**src/rtl/dct_stream_ctrl_if.sv**
```systemverilog
// Stream/DCT handshake bundle for dct_stream_ctrl.
// master = the controller, slave = the surrounding source/DCT/sink environment.
interface dct_stream_ctrl_if #(
  parameter int DW  = 12,
  parameter int BLK = 8
);
  logic                in_valid;
  logic [DW-1:0]       in_data;
  logic                in_ready;
  logic [BLK*DW-1:0]   samp_bus;
  logic                dct_start;
  logic                dct_done;
  logic [BLK*DW-1:0]   coef_bus;
  logic                out_valid;
  logic                out_ready;
  logic [DW-1:0]       out_data;
  logic                out_last;

  modport master (
    input  in_valid, in_data, dct_done, coef_bus, out_ready,
    output in_ready, samp_bus, dct_start, out_valid, out_data, out_last
  );

  modport slave (
    output in_valid, in_data, dct_done, coef_bus, out_ready,
    input  in_ready, samp_bus, dct_start, out_valid, out_data, out_last
  );
endinterface

```
**src/rtl/dct_stream_ctrl.sv**
```systemverilog
// Collects BLK samples, launches the DCT, waits (bounded) for its result and
// serializes the coefficients to the RLE stage with valid/ready handshake.
module dct_stream_ctrl #(
  parameter int DW  = 12,
  parameter int BLK = 8,
  parameter int TMO = 255
) (
  input  logic               clk,
  input  logic               reset,
  dct_stream_ctrl_if.master  bus,
  input  logic               err_clr,
  output logic               err_timeout,
  output logic [15:0]        blk_count
);
  localparam int IW = (BLK > 1) ? $clog2(BLK) : 1;
  localparam int TW = (TMO > 1) ? $clog2(TMO + 1) : 1;

  typedef enum logic [1:0] {FILL, START, WAIT, DRAIN} state_e;

  state_e                      state_q, state_d;
  logic [IW-1:0]               idx_q, idx_d;
  logic [IW-1:0]               cnt_q, cnt_d;
  logic [TW-1:0]               tmr_q, tmr_d;
  logic                        in_ready_q, in_ready_d;
  logic [BLK-1:0][DW-1:0]      samp_q, samp_d;
  logic [BLK-1:0][DW-1:0]      coef_q, coef_d;
  logic                        err_q, err_d;
  logic [15:0]                 blk_q, blk_d;

  // Next-state: fill slots, pulse start, bounded wait for done, drain coefs.
  always_comb begin
    state_d = state_q;
    idx_d   = idx_q;
    cnt_d   = cnt_q;
    tmr_d   = tmr_q;
    samp_d  = samp_q;
    coef_d  = coef_q;
    err_d   = err_q;
    blk_d   = blk_q;
    // Clear first so a timeout set further down overrides it.
    if (err_clr) err_d = 1'b0;
    case (state_q)
      FILL: begin
        if (bus.in_valid && in_ready_q) begin
          samp_d[idx_q] = bus.in_data;
          if (idx_q == IW'(BLK - 1)) begin
            idx_d   = '0;
            state_d = START;
          end else begin
            idx_d = idx_q + 1'b1;
          end
        end
      end
      START: begin
        state_d = WAIT;
        tmr_d   = '0;
      end
      WAIT: begin
        if (bus.dct_done) begin
          coef_d  = bus.coef_bus;
          cnt_d   = '0;
          state_d = DRAIN;
        end else if (tmr_q == TW'(TMO - 1)) begin
          // tmr counts completed WAIT cycles; this is the TMO-th one.
          err_d   = 1'b1;
          idx_d   = '0;
          tmr_d   = '0;
          state_d = FILL;
        end else begin
          tmr_d = tmr_q + 1'b1;
        end
      end
      DRAIN: begin
        if (bus.out_ready) begin
          if (cnt_q == IW'(BLK - 1)) begin
            cnt_d   = '0;
            blk_d   = blk_q + 16'd1;
            state_d = FILL;
          end else begin
            cnt_d = cnt_q + 1'b1;
          end
        end
      end
      default: state_d = FILL;
    endcase
    // Registered ready: high exactly while the next state is FILL.
    in_ready_d = (state_d == FILL);
  end

  // State and datapath registers; reset discards any block in flight.
  always_ff @(posedge clk or negedge reset) begin
    if (!reset) begin
      state_q    <= FILL;
      idx_q      <= '0;
      cnt_q      <= '0;
      tmr_q      <= '0;
      in_ready_q <= 1'b0;
      samp_q     <= '0;
      coef_q     <= '0;
      err_q      <= 1'b0;
      blk_q      <= '0;
    end else begin
      state_q    <= state_d;
      idx_q      <= idx_d;
      cnt_q      <= cnt_d;
      tmr_q      <= tmr_d;
      in_ready_q <= in_ready_d;
      samp_q     <= samp_d;
      coef_q     <= coef_d;
      err_q      <= err_d;
      blk_q      <= blk_d;
    end
  end

  assign bus.in_ready  = in_ready_q;
  assign bus.samp_bus  = samp_q;
  assign bus.dct_start = (state_q == START);
  assign bus.out_valid = (state_q == DRAIN);
  assign bus.out_data  = (state_q == DRAIN) ? coef_q[cnt_q] : '0;
  assign bus.out_last  = (state_q == DRAIN) && (cnt_q == IW'(BLK - 1));
  assign err_timeout   = err_q;
  assign blk_count     = blk_q;
endmodule

```
**src/flat_wrapper.sv**
```systemverilog
// flat-port wrapper written by rule: the top's interface ports become plain ports
module dct_stream_ctrl_flat 
#(
  parameter int DW  = 12,
  parameter int BLK = 8,
  parameter int TMO = 255
)
  (clk, reset, err_clr, err_timeout, blk_count, bus_in_valid, bus_in_data, bus_dct_done, bus_coef_bus, bus_out_ready, bus_in_ready, bus_samp_bus, bus_dct_start, bus_out_valid, bus_out_data, bus_out_last);
  dct_stream_ctrl_if #(.DW(DW), .BLK(BLK)) bus_i ();
  input  logic clk;
  input  logic reset;
  input  logic err_clr;
  output logic err_timeout;
  output logic [15:0] blk_count;
  input wire logic [$bits(bus_i.in_valid)-1:0] bus_in_valid;
  input wire logic [$bits(bus_i.in_data)-1:0] bus_in_data;
  input wire logic [$bits(bus_i.dct_done)-1:0] bus_dct_done;
  input wire logic [$bits(bus_i.coef_bus)-1:0] bus_coef_bus;
  input wire logic [$bits(bus_i.out_ready)-1:0] bus_out_ready;
  output wire logic [$bits(bus_i.in_ready)-1:0] bus_in_ready;
  output wire logic [$bits(bus_i.samp_bus)-1:0] bus_samp_bus;
  output wire logic [$bits(bus_i.dct_start)-1:0] bus_dct_start;
  output wire logic [$bits(bus_i.out_valid)-1:0] bus_out_valid;
  output wire logic [$bits(bus_i.out_data)-1:0] bus_out_data;
  output wire logic [$bits(bus_i.out_last)-1:0] bus_out_last;
  assign bus_i.in_valid = bus_in_valid;
  assign bus_i.in_data = bus_in_data;
  assign bus_i.dct_done = bus_dct_done;
  assign bus_i.coef_bus = bus_coef_bus;
  assign bus_i.out_ready = bus_out_ready;
  assign bus_in_ready = bus_i.in_ready;
  assign bus_samp_bus = bus_i.samp_bus;
  assign bus_dct_start = bus_i.dct_start;
  assign bus_out_valid = bus_i.out_valid;
  assign bus_out_data = bus_i.out_data;
  assign bus_out_last = bus_i.out_last;
  dct_stream_ctrl #(.DW(DW), .BLK(BLK), .TMO(TMO)) u_core (.clk(clk), .reset(reset), .bus(bus_i), .err_clr(err_clr), .err_timeout(err_timeout), .blk_count(blk_count));
endmodule
```
**config.mk**
```make
export PLATFORM = sky130hd
export DESIGN_NAME = dct_stream_ctrl_flat
export DESIGN_NICKNAME = d
export VERILOG_FILES = /design/src/rtl/dct_stream_ctrl_if.sv /design/src/rtl/dct_stream_ctrl.sv /design/src/flat_wrapper.sv
export SDC_FILE = /design/constraint.sdc
export NUM_CORES = 1
export LEC_CHECK = 0
export ABC_AREA = 0
export BUFFER_PORTS_ARGS = -buffer_cell sky130_fd_sc_hd__buf_2
export CORE_UTILIZATION = 57
export CTS_CLUSTER_DIAMETER = 120
export CTS_CLUSTER_SIZE = 30
export DETAILED_ROUTE_END_ITERATION = 10
export PLACE_DENSITY = 0.85
export SLEW_MARGIN = 10
export SYNTH_ARGS = -nofsm -noshare
export SYNTH_HDL_FRONTEND = slang
export SYNTH_SLANG_ARGS = --single-unit
```
**constraint.sdc**
```tcl
create_clock -name clk -period 4.6 [get_ports clk]
set_clock_uncertainty 0.05 [all_clocks]
set_input_delay 0.46 -clock clk [delete_from_list [all_inputs] [get_ports clk]]
set_output_delay 0.46 -clock clk [all_outputs]
set_load 0.005 [all_outputs]
```
==> results of run 1 <==
-- worst paths after layout --
check                                startpoint                       to  slack, ns  depth (start not counted)
setup reg to reg                u_core.cnt_q[0]     u_core.blk_count[13]       1.97                          6
min in group clk                        err_clr       u_core.err_timeout       0.13                          2
max in group asynchronous                 reset        u_core.coef_q[92]       3.34                          2
hold / removal                            reset  u_core.bus.samp_bus[26]       0.02                          1
hold reg to reg            u_core.blk_count[15]     u_core.blk_count[15]       0.43                          1
setup / recovery                u_core.cnt_q[0]          bus_out_data[8]       1.56                          4
-- registers in the layout, summed over array words and instances, names as in the netlist --
signal,flops
u_core.coef_q,96
u_core.bus.in_ready,1
u_core.cnt_q,3
u_core.blk_count,16
u_core.state_q,2
u_core.tmr_q,8
u_core.bus.samp_bus,96
u_core.err_timeout,1
u_core.idx_q,3
-- kinds of logic (layout without fill, tap and decap cells) --
| group | Yosys count | after routing | share of synthesized area [%] |
|---|---|---|---|
| adder cells (fa/ha/maj) | 7 | 7 | 0.913 |
| AND/OR/NAND/NOR | 70 | 70 | 4.19 |
| XOR/XNOR | 21 | 21 | 1.92 |
| AO/OA/AOI/OAI | 56 | 56 | 3.80 |
| multiplexers | 228 | 228 | 28.0 |
| flip-flops | 226 | 226 | 59.0 |
| other | 0 | 1 | 0 |
| buffers and inverters | 41 | 265 | 2.19 |
-- power by group through the flow --
stage               Clock, mW  Combinational [mW]  Sequential, mW
global route             1.14                1.79            2.93
CTS                      1.08                1.66            2.87
floorplan                   0                1.28            2.71
detailed placement          0                1.65            2.90
global placement            0                1.60            2.89
finish                   1.04                1.64            2.87
-- metal layers --
layer  part of all wire [%]  GRT usage [%]  wire length, um  up-vias
li1                       -              -                -     2792
met4                    3.0           7.49              632        4
met1                     41           31.7             8520     3073
met2                     50           42.4            10500      187
met5                  0.091              0               19        -
met3                    6.2           5.90             1300       40
-- cell usage in the layout (no fill, tap or decap), types with 2 or more instances in the layout --
master | synthesis | routed
a32o_1 | 2 | 2
nor3b_2 | 3 | 3
clkbuf_16 | 0 | 11
a22o_1 | 4 | 4
nand2_1 | 12 | 12
nor2b_1 | 3 | 3
inv_1 | 6 | 6
o2111ai_1 | 3 | 3
nor2_1 | 16 | 15
o21a_1 | 11 | 11
a21oi_1 | 13 | 13
and3_1 | 5 | 5
mux2_2 | 203 | 203
mux4_2 | 12 | 12
buf_4 | 7 | 3
nand4b_1 | 2 | 2
buf_2 | 18 | 241
o21ai_0 | 16 | 16
nor3_1 | 2 | 2
nand3_1 | 10 | 10
ha_1 | 7 | 7
dfrtp_1 | 226 | 225
xnor2_1 | 10 | 10
o211ai_1 | 2 | 2
nor4_1 | 2 | 2
mux2i_1 | 13 | 13
and4_1 | 3 | 3
nand4_1 | 6 | 6
xor2_1 | 11 | 11
-- final cells by class --
class | instances | area (um2)
well taps | 220 | 275
flip-flops and latches | 226 | 5660
fillers | 1185 | 5280
multi-input cells | 382 | 3730
clock buffers | 12 | 279
diodes | 1 | 2.50
clock inverters | 1 | 16.3
repair buffers | 246 | 1260
inverters | 6 | 22.5
-- cell usage after synthesis (all sizes together) --
library cell	instances
a21o	1
a21oi	13
a221o	1
a22o	4
a311oi	1
a32o	2
and2	1
and3	5
and4	3
and4bb	1
buf	26
clkbuf	9
dfrtp	226
ha	7
inv	6
mux2	203
mux2i	13
mux4	12
nand2	12
nand2b	2
nand3	10
nand4	6
nand4b	2
nor2	16
nor2b	3
nor3	3
nor3b	3
nor4	2
o2111ai	3
o211ai	2
o21a	11
o21ai	16
o22ai	1
o31ai	1
or2	1
xnor2	10
xor2	11
-- metrics by stage --
stage,instance area (um2),hold slack [ns]
floorplan,9590,0.114
global placement,10900,0.425
detailed placement,10900,0.416
CTS,11200,0.108
global route,11200,0.113
finish,11200,0.0215
-- worst max-delay path, stage by stage, from the launching register on --
cell and delay (ns):
dfrtp_1 0.78, nor2b_1 0.76, a21oi_1 0.20, o21a_1 0.19, buf_2 0.13
==> metrics.cfg, run 1 <==
[status]
status = completed

[clock_tree]
cts_tree = done
clock_latency_ns = 0.46
clock_path_buffers = 3
hold_buffers = 0
ctsResizeCount = 0
htreeDepth = 1
clock-root-buffer = clkbuf_16
numClockSinks = 226
numCtsBuffers = 11
path_clk_slew_ns = 0.11
post-cts-setup-buffers = 0

[placement]
portBuffers = 242
place_hpwl_mm = 15.2
gp_congestion = 0.773
place_inst = 1080
post-place-ws_ns = 1.92

[yosys]
syn_nets = 770
synthCells = 649
netlist_area_mm2 = 0.00959
synth.lib_cells_used.distinct = 41
ys_ff_latch = 226
yosysSeqAreaShare_pct = 59.0
avgSynthCellArea_um2 = 14.8
synth_top_area_cell = dfrtp_1
synth_warnings = 0
synth.top_cell.area_share_pct = 59.0
netlist_top_cells_area = dfrtp_1, mux2_2, mux4_2, mux2i_1, xor2_1

[timing]
fin_setup_tns_ns = 0
slew_viol_final = 0
layout_setup_ws_ns = 1.56
finalSetupViolCount = 0
hold_violations = 0
relSlewSlack_pct = 21.2
rsz0062_at_grt = false
worstMarginPinSlew_ns = 1.18
max_freq_mhz = 329
fin_crit_ns = 3.04
fin_crit_sh_pct = 66.1

[routing]
firstDrtPassIters = 4
drc = 0
wl_per_cell_um = 19.2
routed_wl_mm = 21.0
avgViaCountPerCell = 5.57
vias = 6096
drtIter0Drc = 340
antenna_left = 0

[floorplanning]
die_area_mm2 = 0.0173
io_pins = 243
die_w_um = 132
die_height_um = 132
initial_utilization_pct = 58.0
rows = 47
core_area_mm2 = 0.0165

[power]
net-switching-power_mw = 1.66
cellLeakagePower_nw = 5.72
vdd_drop_max_mv = 0.484
pwr-share-seq_pct = 51.6
p_int_mw = 3.89
p_comb_share_pct = 29.6
powerDensity_mw_per_mm2 = 494
total_power_mw = 5.55
p_clk_share_pct = 18.7
swShare_pct = 29.8

[setup_path]
critPathCaptureType = primary output
arrival_ns = 2.53
worstPathRequired_ns = 4.09
cp_max_fo = 19
crit_type = flip-flop to primary output
startpoint_type = flip-flop

[final_layout]
final_core_util_pct = 68.0
final_nets = 994
drive_gt1_share_pct = 55.2
fin_cells = 1094
syn2layout_area_growth_pct = 17.3

[global_route]
grt_first_pass_wirelength_mm = 34.1
grtUsageTotal_pct = 24.9
grt.overflow.total = 0
grt_pass1_vias = 6353
antenna_found_initial = 4
grt_max_degree = 139

[job]
maxCapViolations = 0

[hold_path]
hold_path_class = primary input to async pin

Note: power is estimated with default switching activity, not from simulation.
==> inputs of run 2 (changes only) <==
- CORE_UTILIZATION: 57 -> 48
- PLACE_DENSITY: 0.85 -> 0.76
- clock period: 4.6 -> 2.5 ns (I/O delays scaled with it)
==> metrics.cfg, run 2 (synthesized netlist as in run 1, its figures left out) <==
[status]
status = completed

[clock_tree]
cts_tree = done
numClockSinks = 226  ; unchanged
clock-root-buffer = clkbuf_16
clock_latency_ns = 0.47  ; about the same
path_clk_slew_ns = 0.12  ; about the same
clock_path_buffers = 3  ; unchanged
htreeDepth = 1  ; unchanged
numCtsBuffers = 11  ; unchanged

[routing]
wl_met1_mm = 9.77  ; +15%
met3_length_mm = 1.04  ; -20%
drc = 0  ; unchanged
avgViaCountPerCell = 5.23  ; -6.2%
dr.max_layer_used = met4
vias = 6580  ; +7.9%
antenna_left = 0  ; unchanged
met2_length_mm = 12.1  ; +15%
firstDrtPassIters = 4  ; unchanged
wl_per_cell_um = 18.6  ; -2.8%
drtIter0Drc = 304  ; -11%
routed_wl_mm = 23.5  ; +12%

[placement]
placed_area_mm2 = 0.0112  ; +2.5%
post-place-ws_ns = 0.309  ; -1.61 ns
gp_congestion = 0.791  ; +2.3%
portBuffers = 242  ; unchanged
place_hpwl_mm = 15.6  ; +2.5%

[timing]
finalSetupViolCount = 0  ; unchanged
slew_viol_final = 0  ; unchanged
fin_setup_tns_ns = 0  ; unchanged
hold_violations = 0  ; unchanged
layout_setup_ws_ns = 0.100  ; -1.46 ns
worstMarginPinSlew_ns = 0.613  ; -0.563 ns
rsz0062_at_grt = false
fin_crit_sh_pct = 96.0
relSlewSlack_pct = 59.2  ; +38 points
fin_crit_ns = 2.40
max_freq_mhz = 417

[setup_path]
critical_path.max_stage_delay_ns = 0.45  ; -0.33 ns
critPathCaptureType = primary output
slowest_stage = dfrtp_2
path_cells = buf_12 > mux2_2 > o21ai_0 > a21oi_1 > o21a_1 > buf_2
startpoint_type = flip-flop
cp_max_fo = 19  ; unchanged
arrival_ns = 2.10  ; -0.43 ns
crit_type = flip-flop to primary output
worstPathRequired_ns = 2.20  ; -1.89 ns

[global_route]
grtUsageTotal_pct = 22.9  ; -2.0 points
grt_max_degree = 78  ; -44%
grt_pass1_vias = 6765  ; +6.5%
grt.overflow.total = 0  ; unchanged
grt_first_pass_wirelength_mm = 36.3  ; +6.6%
antenna_found_initial = 0  ; -4

[final_layout]
seqCellArea_mm2 = 0.00566  ; unchanged
syn2layout_area_growth_pct = 30.7
n_fill_cell = 1529  ; +29%
final_nets = 1115  ; +12%
multi_input_area_mm2 = 0.00374  ; +0.20%
drive_gt1_share_pct = 51.0  ; -4.2 points
final_area_mm2 = 0.0125  ; +11%
diodes = 0  ; -1
final_common_cell = buf_2
final_core_util_pct = 64.2  ; -3.9 points
final_cell_mix = buf_2, dfrtp_1, mux2_2

[power]
cellLeakagePower_nw = 6.26  ; +9.5%
vdd_drop_max_mv = 0.775  ; +60%
powerDensity_mw_per_mm2 = 847  ; +72%
total_power_mw = 10.6  ; +91%

[floorplanning]
core_area_mm2 = 0.0195  ; +18%
die_area_mm2 = 0.0205  ; +18%
io_pins = 243  ; unchanged
rows = 51  ; +8.5%
initial_utilization_pct = 49.1  ; -8.9 points
die_w_um = 143  ; +8.8%
die_height_um = 143  ; +8.8%

[job]
maxCapViolations = 0  ; unchanged

[hold_path]
hold_path_class = primary input to flip-flop

==> run 2: changes by cell type in the layout (fill, tap and decap cells not counted), sizes merged <==
cell,before,now
dlygate4sd3,0,98
diode,1,0
inv,7,6
clkbuf,12,13
clkinvlp,0,1
buf,246,268
==> run 2: stage by stage <==
stage	hold WS, ns	instances
floorplan	-0.0956	649
global placement	0.230	1147
detailed placement	0.233	1147
CTS	0.0465	1258
global route	0.0675	1259
finish	0.0762	1259
==> run 2: what timing repair did <==
item / CTS / global route
hold endpoints to repair: 167 / 0
endpoints found under the setup margin: 11 / 8
hold buffers: 98 / 0
resized for setup: 1 / 5
buffers inserted: 0 / 0
cloned: 0 / 1
==> run 2: critical path: cells and delay by family (launching register included) <==
kind            cells  cell delay [ns]
compound gates      3             0.46
flops               1             0.45
mux                 1             0.36
buf+inv             2             0.35
==> run 2: routing by layer <==
layer / vias up / GRT usage [%]
met4: 0 / 5.82
li1: 3028 / -
met1: 3328 / 29.7
met5: - / 0
met3: 35 / 3.43
met2: 189 / 40.2
==> run 2: final timing paths <==
check                                           from                      end  slack (ns)  cells past startpoint
min in group asynchronous                      reset  u_core.bus.samp_bus[51]        0.30                      2
worst min register to register  u_core.blk_count[15]     u_core.blk_count[15]        0.43                      1
worst max-delay path                 u_core.cnt_q[1]          bus_out_data[8]        0.10                      6
max in group asynchronous                      reset        u_core.coef_q[28]        1.22                      3
worst max register to register       u_core.cnt_q[1]     u_core.blk_count[12]        0.40                      6
worst min-delay path                  bus_in_data[8]  u_core.bus.samp_bus[56]        0.08                      2
==> run 2: layout make-up <==
type                       count  share of cell area [%]
tap                          265                    2.65
clock buffer                  12                    2.23
inverter                       6                   0.210
timing repair buffer         367                    19.8
multi-input combinational    382                    29.8
clock inverter                 1                   0.130
sequential                   226                    45.1
==> run 2: power breakdown <==
| group | switching, mW | leakage (nW) | internal (mW) |
|---|---|---|---|
| sequential | 0.554 | 2.93 | 4.58 |
| clock | 1.14 | 0.144 | 0.825 |
| combinational | 1.52 | 3.19 | 2.00 |
